### src/rtl/decoder_addr_sequencer.sv
// Request FIFO + phase FSM that drives a 2-to-4 decoder with stable address around each enable pulse.
// Optional SCAN_MODE_EN adds scan_en and an internal wrapping scan address used when the FIFO is empty.
module decoder_addr_sequencer #(
  parameter int DEPTH          = 4,
  parameter int SETUP_CYCLES   = 1,
  parameter int HOLD_CYCLES    = 4,
  parameter int RECOVER_CYCLES = 1
) (
  input  logic                     clk,
  input  logic                     reset_n,
  input  logic                     req_valid,
  input  logic [1:0]               req_addr,
`ifdef SCAN_MODE_EN
  input  logic                     scan_en,
`endif
  output logic                     req_ready,
  output logic                     addr0,
  output logic                     addr1,
  output logic                     enable,
  output logic                     busy,
  output logic                     done,
  output logic [$clog2(DEPTH):0]   level
);

  localparam int PTR_W = $clog2(DEPTH);
  localparam int LVL_W = PTR_W + 1;
  localparam int MAX_C = (SETUP_CYCLES > HOLD_CYCLES) ?
                         ((SETUP_CYCLES > RECOVER_CYCLES) ? SETUP_CYCLES : RECOVER_CYCLES) :
                         ((HOLD_CYCLES > RECOVER_CYCLES) ? HOLD_CYCLES : RECOVER_CYCLES);
  localparam int CNT_W = (MAX_C < 2) ? 1 : $clog2(MAX_C);

  typedef enum logic [1:0] {IDLE, SETUP, ACTIVE, RECOVER} state_t;

  state_t             state, next_state;
  logic [CNT_W-1:0]   cnt, cnt_next;
  logic [1:0]         mem [DEPTH];
  logic [PTR_W-1:0]   wr_ptr, rd_ptr;
  logic               push, pop, launch;
  logic [1:0]         launch_addr;
`ifdef SCAN_MODE_EN
  logic [1:0]         scan_ptr;
  logic               scan_launch;
`endif

  assign req_ready = (level < LVL_W'(DEPTH));
  assign push      = req_valid & req_ready;
  assign busy      = (state != IDLE);

  // FIFO storage carries no reset; occupancy alone decides what is valid
  always_ff @(posedge clk) begin
    if (push) mem[wr_ptr] <= req_addr;
  end

  always_ff @(posedge clk or negedge reset_n) begin
    if (!reset_n) begin
      wr_ptr <= '0;
      rd_ptr <= '0;
      level  <= '0;
    end else begin
      if (push) wr_ptr <= wr_ptr + PTR_W'(1);
      if (pop)  rd_ptr <= rd_ptr + PTR_W'(1);
      case ({push, pop})
        2'b10:   level <= level + LVL_W'(1);
        2'b01:   level <= level - LVL_W'(1);
        default: level <= level;
      endcase
    end
  end

  always_comb begin
    next_state  = state;
    cnt_next    = cnt;
    pop         = 1'b0;
    launch      = 1'b0;
    launch_addr = 2'b00;
`ifdef SCAN_MODE_EN
    scan_launch = 1'b0;
`endif
    case (state)
      IDLE: begin
        if (level != '0) begin
          pop         = 1'b1;
          launch      = 1'b1;
          launch_addr = mem[rd_ptr];
          next_state  = SETUP;
          cnt_next    = CNT_W'(SETUP_CYCLES - 1);
        end
`ifdef SCAN_MODE_EN
        else if (scan_en) begin
          scan_launch = 1'b1;
          launch      = 1'b1;
          launch_addr = scan_ptr;
          next_state  = SETUP;
          cnt_next    = CNT_W'(SETUP_CYCLES - 1);
        end
`endif
      end
      SETUP: begin
        if (cnt == '0) begin
          next_state = ACTIVE;
          cnt_next   = CNT_W'(HOLD_CYCLES - 1);
        end else begin
          cnt_next = cnt - CNT_W'(1);
        end
      end
      ACTIVE: begin
        if (cnt == '0) begin
          next_state = RECOVER;
          cnt_next   = CNT_W'(RECOVER_CYCLES - 1);
        end else begin
          cnt_next = cnt - CNT_W'(1);
        end
      end
      RECOVER: begin
        if (cnt == '0) begin
          next_state = IDLE;
          cnt_next   = '0;
        end else begin
          cnt_next = cnt - CNT_W'(1);
        end
      end
      default: begin
        next_state = IDLE;
        cnt_next   = '0;
      end
    endcase
  end

  always_ff @(posedge clk or negedge reset_n) begin
    if (!reset_n) begin
      state <= IDLE;
      cnt   <= '0;
    end else begin
      state <= next_state;
      cnt   <= cnt_next;
    end
  end

  // Outputs are registered from next_state so they align exactly with the phase they belong to
  always_ff @(posedge clk or negedge reset_n) begin
    if (!reset_n) begin
      addr0  <= 1'b0;
      addr1  <= 1'b0;
      enable <= 1'b0;
      done   <= 1'b0;
    end else begin
      if (launch) begin
        addr0 <= launch_addr[0];
        addr1 <= launch_addr[1];
      end
      enable <= (next_state == ACTIVE);
      done   <= (next_state == RECOVER) && (state != RECOVER);
    end
  end

`ifdef SCAN_MODE_EN
  always_ff @(posedge clk or negedge reset_n) begin
    if (!reset_n) scan_ptr <= 2'b00;
    else if (scan_launch) scan_ptr <= scan_ptr + 2'b01;
  end
`endif

endmodule

### config.mk
export PLATFORM = sky130hd
export DESIGN_NAME = decoder_addr_sequencer
export DESIGN_NICKNAME = d
export VERILOG_FILES = /design/src/rtl/decoder_addr_sequencer.sv
export SDC_FILE = /design/constraint.sdc
export NUM_CORES = 1
export LEC_CHECK = 0
export CAP_MARGIN = 25
export CORE_ASPECT_RATIO = 0.9
export CORE_MARGIN = 2
export CORE_UTILIZATION = 55
export CTS_CLUSTER_SIZE = 40
export DETAILED_ROUTE_END_ITERATION = 7
export PLACE_DENSITY = 0.81
export SYNTH_ARGS = -nofsm -noshare
export SYNTH_HDL_FRONTEND = slang
export SYNTH_SLANG_ARGS = --single-unit
export TNS_END_PERCENT = 30
### constraint.sdc
create_clock -name clk -period 4.4 [get_ports clk]
set_input_delay 0.66 -clock clk [delete_from_list [all_inputs] [get_ports clk]]
set_output_delay 0.66 -clock clk [all_outputs]
set_load 0.05 [all_outputs]
### After elaboration in Yosys (flattened, before gate mapping)

Memories as Yosys holds them, arrays and structs flattened. A register that Yosys moved wholly into a read port is not among the register bits.
Cells that the tools add are included.

* eq/ne operators: 9
* mux-type cells: 14
* reduce and logical (&&, ||, !) cells: 8
* add/sub/neg operators: 5
* bitwise logic cells: 1
* magnitude comparators: 1

Operator list (count)
* $mux W2: 7
* $eq A2 B2 Y1 const B: 5
* $pmux W2 S4: 1
* $pmux W2 S3: 1
* $pmux W3 S2: 1
* $add A2 B1 Y2 const B: 2
* $eq A2 B1 Y1 const B: 2
* $logic_not A2 Y1: 2
* $mux W1: 4
* $ne A2 B2 Y1 const B: 2
* $reduce_bool A2 Y1: 2
* $add A3 B1 Y3 const B: 1
* $lt A3 B3 Y1 const B: 1
* $reduce_bool A3 Y1: 1
* $sub A3 B1 Y3 const B: 1
* $reduce_or A2 Y1: 1
* $sub A2 B1 Y2 const B: 1
* $and A1 B1 Y1: 1
* $logic_and A1 B1 Y1: 1
* $logic_not A1 Y1: 1

* output and inout bits: 9
* memories: 1
* logic and storage cells: 46
* register bits after elaboration: 13
* input port bits: 5
* RAM bits: 8

Memory list
* mem: words 4, bits a word 2, rd ports 1, clocked after memory_dff 1, write ports 1, line 36 `logic [1:0] mem [DEPTH];`

### Depth between registers and ports, before layout

* depth after elaboration: 5
* depth in mapped cells: 10
* gate-level depth less buffers: 9

### Least setup slack after synthesis

Ideal clock, no wire load.

* path type: reg2reg
* start: reg level[1]
* end: reg level[1]
* path buffers: 0
* library setup time: 83 ps
* setup slack: 2348 ps
* required time: 4317 ps
* cell stages (with the launch flop): 8
* period minus slack after synthesis: 2052 ps
* arrival time: 1970 ps
* path through: dfrtp_1 -> or3_4 -> nand2_2 -> inv_1 -> ha_1 -> inv_1 -> fa_1 -> o21ai_0

* word-level cells in the longest chain between the ends: 5
* elaborated cells between the ends (all ways): 11
* classes of those cells: add/sub (2); order compare (1); eq/ne (2); mux (3); bitwise (1); reduce/logical (2)

RTL lines
* from (decl): line 22 `output logic [$clog2(DEPTH):0] level`
* from (signal assigned): line 63 `2'b10: level <= level + LVL_W'(1);`
* from (signal assigned): line 64 `2'b01: level <= level - LVL_W'(1);`
* from (signal assigned): line 65 `default: level <= level;`
* $reduce_bool A3 Y1 *: line 81 `if (level != '0) begin`
* $mux W1 * (2 in series)
* via launch: line 38 `logic push, pop, launch;`
* $eq A2 B1 Y1 / $eq A2 B2 Y1 (equally long branches): line 62 `case ({push, pop})`
* $pmux W3 S2 / $reduce_bool A2 Y1 (equally long branches)

The timed path passes the listed nets; every way through them passes the cells marked *.
A chain may end at the register's enable or synchronous reset.

### Final worst setup path

* start: reg state[1]
* end: out busy

* word-level cells in the longest chain between the ends: 1

RTL lines
* from (decl): line 34 `state_t state, next_state;`
* from (signal assigned): line 134 `state <= next_state;`
* $reduce_bool A2 Y1: line 47 `assign busy = (state != IDLE);`
* to (decl): line 20 `output logic busy,`

Every way passes these cells.

==> key figures <==
Global routing
  • Total grt overflow: 0
  • Pin count of the biggest net entering global routing: 16
  • Initial antenna violation count: 0
  • Vias in the first global route: 576
  • First-pass GRT wire length: 2510 um
  • GRT Total Usage: 15.6%

STA
  • Finish-stage setup viols: 0
  • RSZ-0062 raised after global routing: false
  • Fin crit share: 56.8%
  • Slew Limit Fails: 0
  • Tmin final: 2.50 ns
  • Hold violation total from the final report: 0
  • Worst-margin pin slew: 0.666 ns
  • Final Skew: 0.00213 ns
  • Peak Freq: 400 MHz
  • Rel. slew slack: 55.5%
  • TNS Setup: 0 ns

Synthesis
  • Syn Area/Cell: 12.8 sq um
  • Syn nets: 99
  • Count leader, synth: dfrtp_1
  • Cell count after synthesis: 85
  • Flops & latches, synth: 23
  • Area share of the largest cell type after synthesis: 34.5%
  • Synth Area in Adders: 11.0%
  • Compound-cell area share of the yosys netlist: 4.83%
  • Xor and xnor fraction of the mapped netlist area: 5.64%
  • Mux contribution to synthesized area: 8.06%
  • EDFF count, synth: 8
  • Main combinational cell family by area after synthesis: adder cells
  • Mapped cell area: 1090 sq um
  • Post-Synth Simple-Gate Area: 8.52%
  • Yosys cell types: 27
  • Ys Warns: 0
  • Synth cell count leaders: 15 x dfrtp_1, 12 x inv_1, 8 x edfxtp_1, 8 x ha_1, 6 x xnor2_1
  • Sequential fraction of the synthesis area: 56.6%
  • Async SR Flop Fraction: 65.2%
  • Area leader, netlist: dfrtp_1
  • Area contributors post-synth: dfrtp_1 35%, edfxtp_1 22%, ha_1 9.2%
  • Post-synth top flop: dfrtp_1

Route
  • Number of vias per cell: 5.15
  • DRC viols: 0
  • Post-DRT Antenna Nets: 0
  • Final WL: 1590 um
  • Vias: 638
  • Avg WL per Cell: 12.8 um
  • First-pass DRT Iterations: 4
  • Initial DRC count: 5

Clock tree
  • CTS tree: done
  • CTS Buf Count: 3
  • Reg clk slew, reported paths: 0.12 ns
  • Worst-Skew Late Latency: 0.31 ns
  • H-tree depth: 1
  • Clk buf depth: 2
  • Clock sink count: 23
  • Root Driver: clkbuf_4
  • Setup bufs post-CTS: 0
  • Hold-fix buffers at CTS: 0
  • Post-CTS resize count: 0

Outcome
  • Status: finished clean

Setup path
  • Setup crit end kind: output pin
  • CP Max Fanout: 9
  • RR Endpoint: level[2]
  • CP Launch Type: flop
  • Crit Reg-Reg Startpoint: state[1]
  • CP arrival: 1.84 ns
  • Kind of critical path: reg2out
  • Reg2reg path depth: 9
  • Crit path required time: 3.74 ns
  • R2r setup slk: 2.35 ns

Floorplanning
  • Initial Util: 57.4%
  • CORE AREA: 1900 sq um
  • Die area: 2350 sq um
  • I/O pin count: 14
  • Row cnt: 15
  • Die H: 46.2 um
  • Die Wd: 50.9 um

Hold path
  • Hold Crit Start: addr1
  • WHS Endpoint: addr1
  • Min-Delay Path Depth: 1
  • Min-delay worst type: reg2reg

Finish
  • Share of cells above drive strength 1: 10.1%
  • FF+latch area: 616 sq um
  • Area grow syn2layout: 16.2%
  • Final net count: 114
  • Filler Cell Count: 145
  • ANT cells: 0
  • Multi-input gate area: 414 sq um

Placement
  • # port buffers: 13
  • Final HPWL DP: 1170 um
  • Final GP Congestion: 0.744

Job
  • Maxcap violations: 0
placed cells by master, fill, tap and decap left out, drive strengths merged, types with 3 or more instances in the layout:
| cell type | Yosys | routed |
|---|---|---|
| clkdlybuf4s50 | 0 | 13 |
| dfrtp | 15 | 15 |
| xnor2 | 6 | 6 |
| nand2 | 5 | 5 |
| nor2 | 3 | 3 |
| edfxtp | 8 | 8 |
| inv | 12 | 12 |
| clkbuf | 2 | 3 |
| and2 | 4 | 4 |
| ha | 8 | 8 |
| o21ai | 3 | 3 |
layout make-up:
type | instances | area share (%)
repair buffers | 13 | 10.3
flip-flops and latches | 23 | 48.7
clock buffers | 3 | 1.78
clock inverters | 1 | 0.396
multi-input cells | 47 | 32.8
inverters | 12 | 3.56
well taps | 25 | 2.48
flip-flops by register name (all words and copies together), names as in the netlist:
signal / count
wr_ptr: 2
addr1: 1
cnt: 2
state: 2
enable: 1
mem: 8
level: 3
addr0: 1
done: 1
rd_ptr: 2
routing by layer:
layer	share of wire (%)	track usage, %	vias to the layer above
met1	45	16.8	312
met2	48	27.9	18
li1	-	-	306
met3	6.0	7.14	2
met4	0.76	4.86	0
met5	0	0	-
cell families (layout without fill, tap and decap cells):
| logic type | count (synthesis) | count (layout) |
|---|---|---|
| xor+xnor | 7 | 7 |
| flops | 23 | 23 |
| compound gates | 8 | 8 |
| mux | 6 | 6 |
| simple gates | 17 | 17 |
| fa+ha+maj | 9 | 9 |
| buf+inv | 15 | 29 |
worst max-delay path by stage:
stage	startpoint	to	slack, ns	cells after the start
final	state[1]	busy	1.90	3
after global routing	state[1]	busy	1.76	3
after CTS	state[1]	busy	1.88	3
after detailed placement	req_valid	level[1]	1.85	7
after global placement	req_valid	level[1]	1.93	7
after floorplan	level[1]	level[1]	2.35	7
through the flow:
stage	area [sq um]	hold slack, ns	worst slack [ns]	utilization [%]	instances
finish	1260	0.528	1.90	66.7	124
global placement	1240	0.488	1.93	65.2	120
CTS	1260	0.531	1.88	66.7	124
global route	1260	0.549	1.76	66.7	124
floorplan	1090	0.364	2.35	-	85
detailed placement	1240	0.502	1.85	65.2	120
critical path, cell delays in order, from the launching register on:
cell and delay (ns):
dfrtp_1 0.54, nor2_1 0.13, inv_1 0.07, clkdlybuf4s50_1 0.79
Power is not shown: default switching activity piles up to over one toggle a cycle in this logic, so the estimate is an artifact.
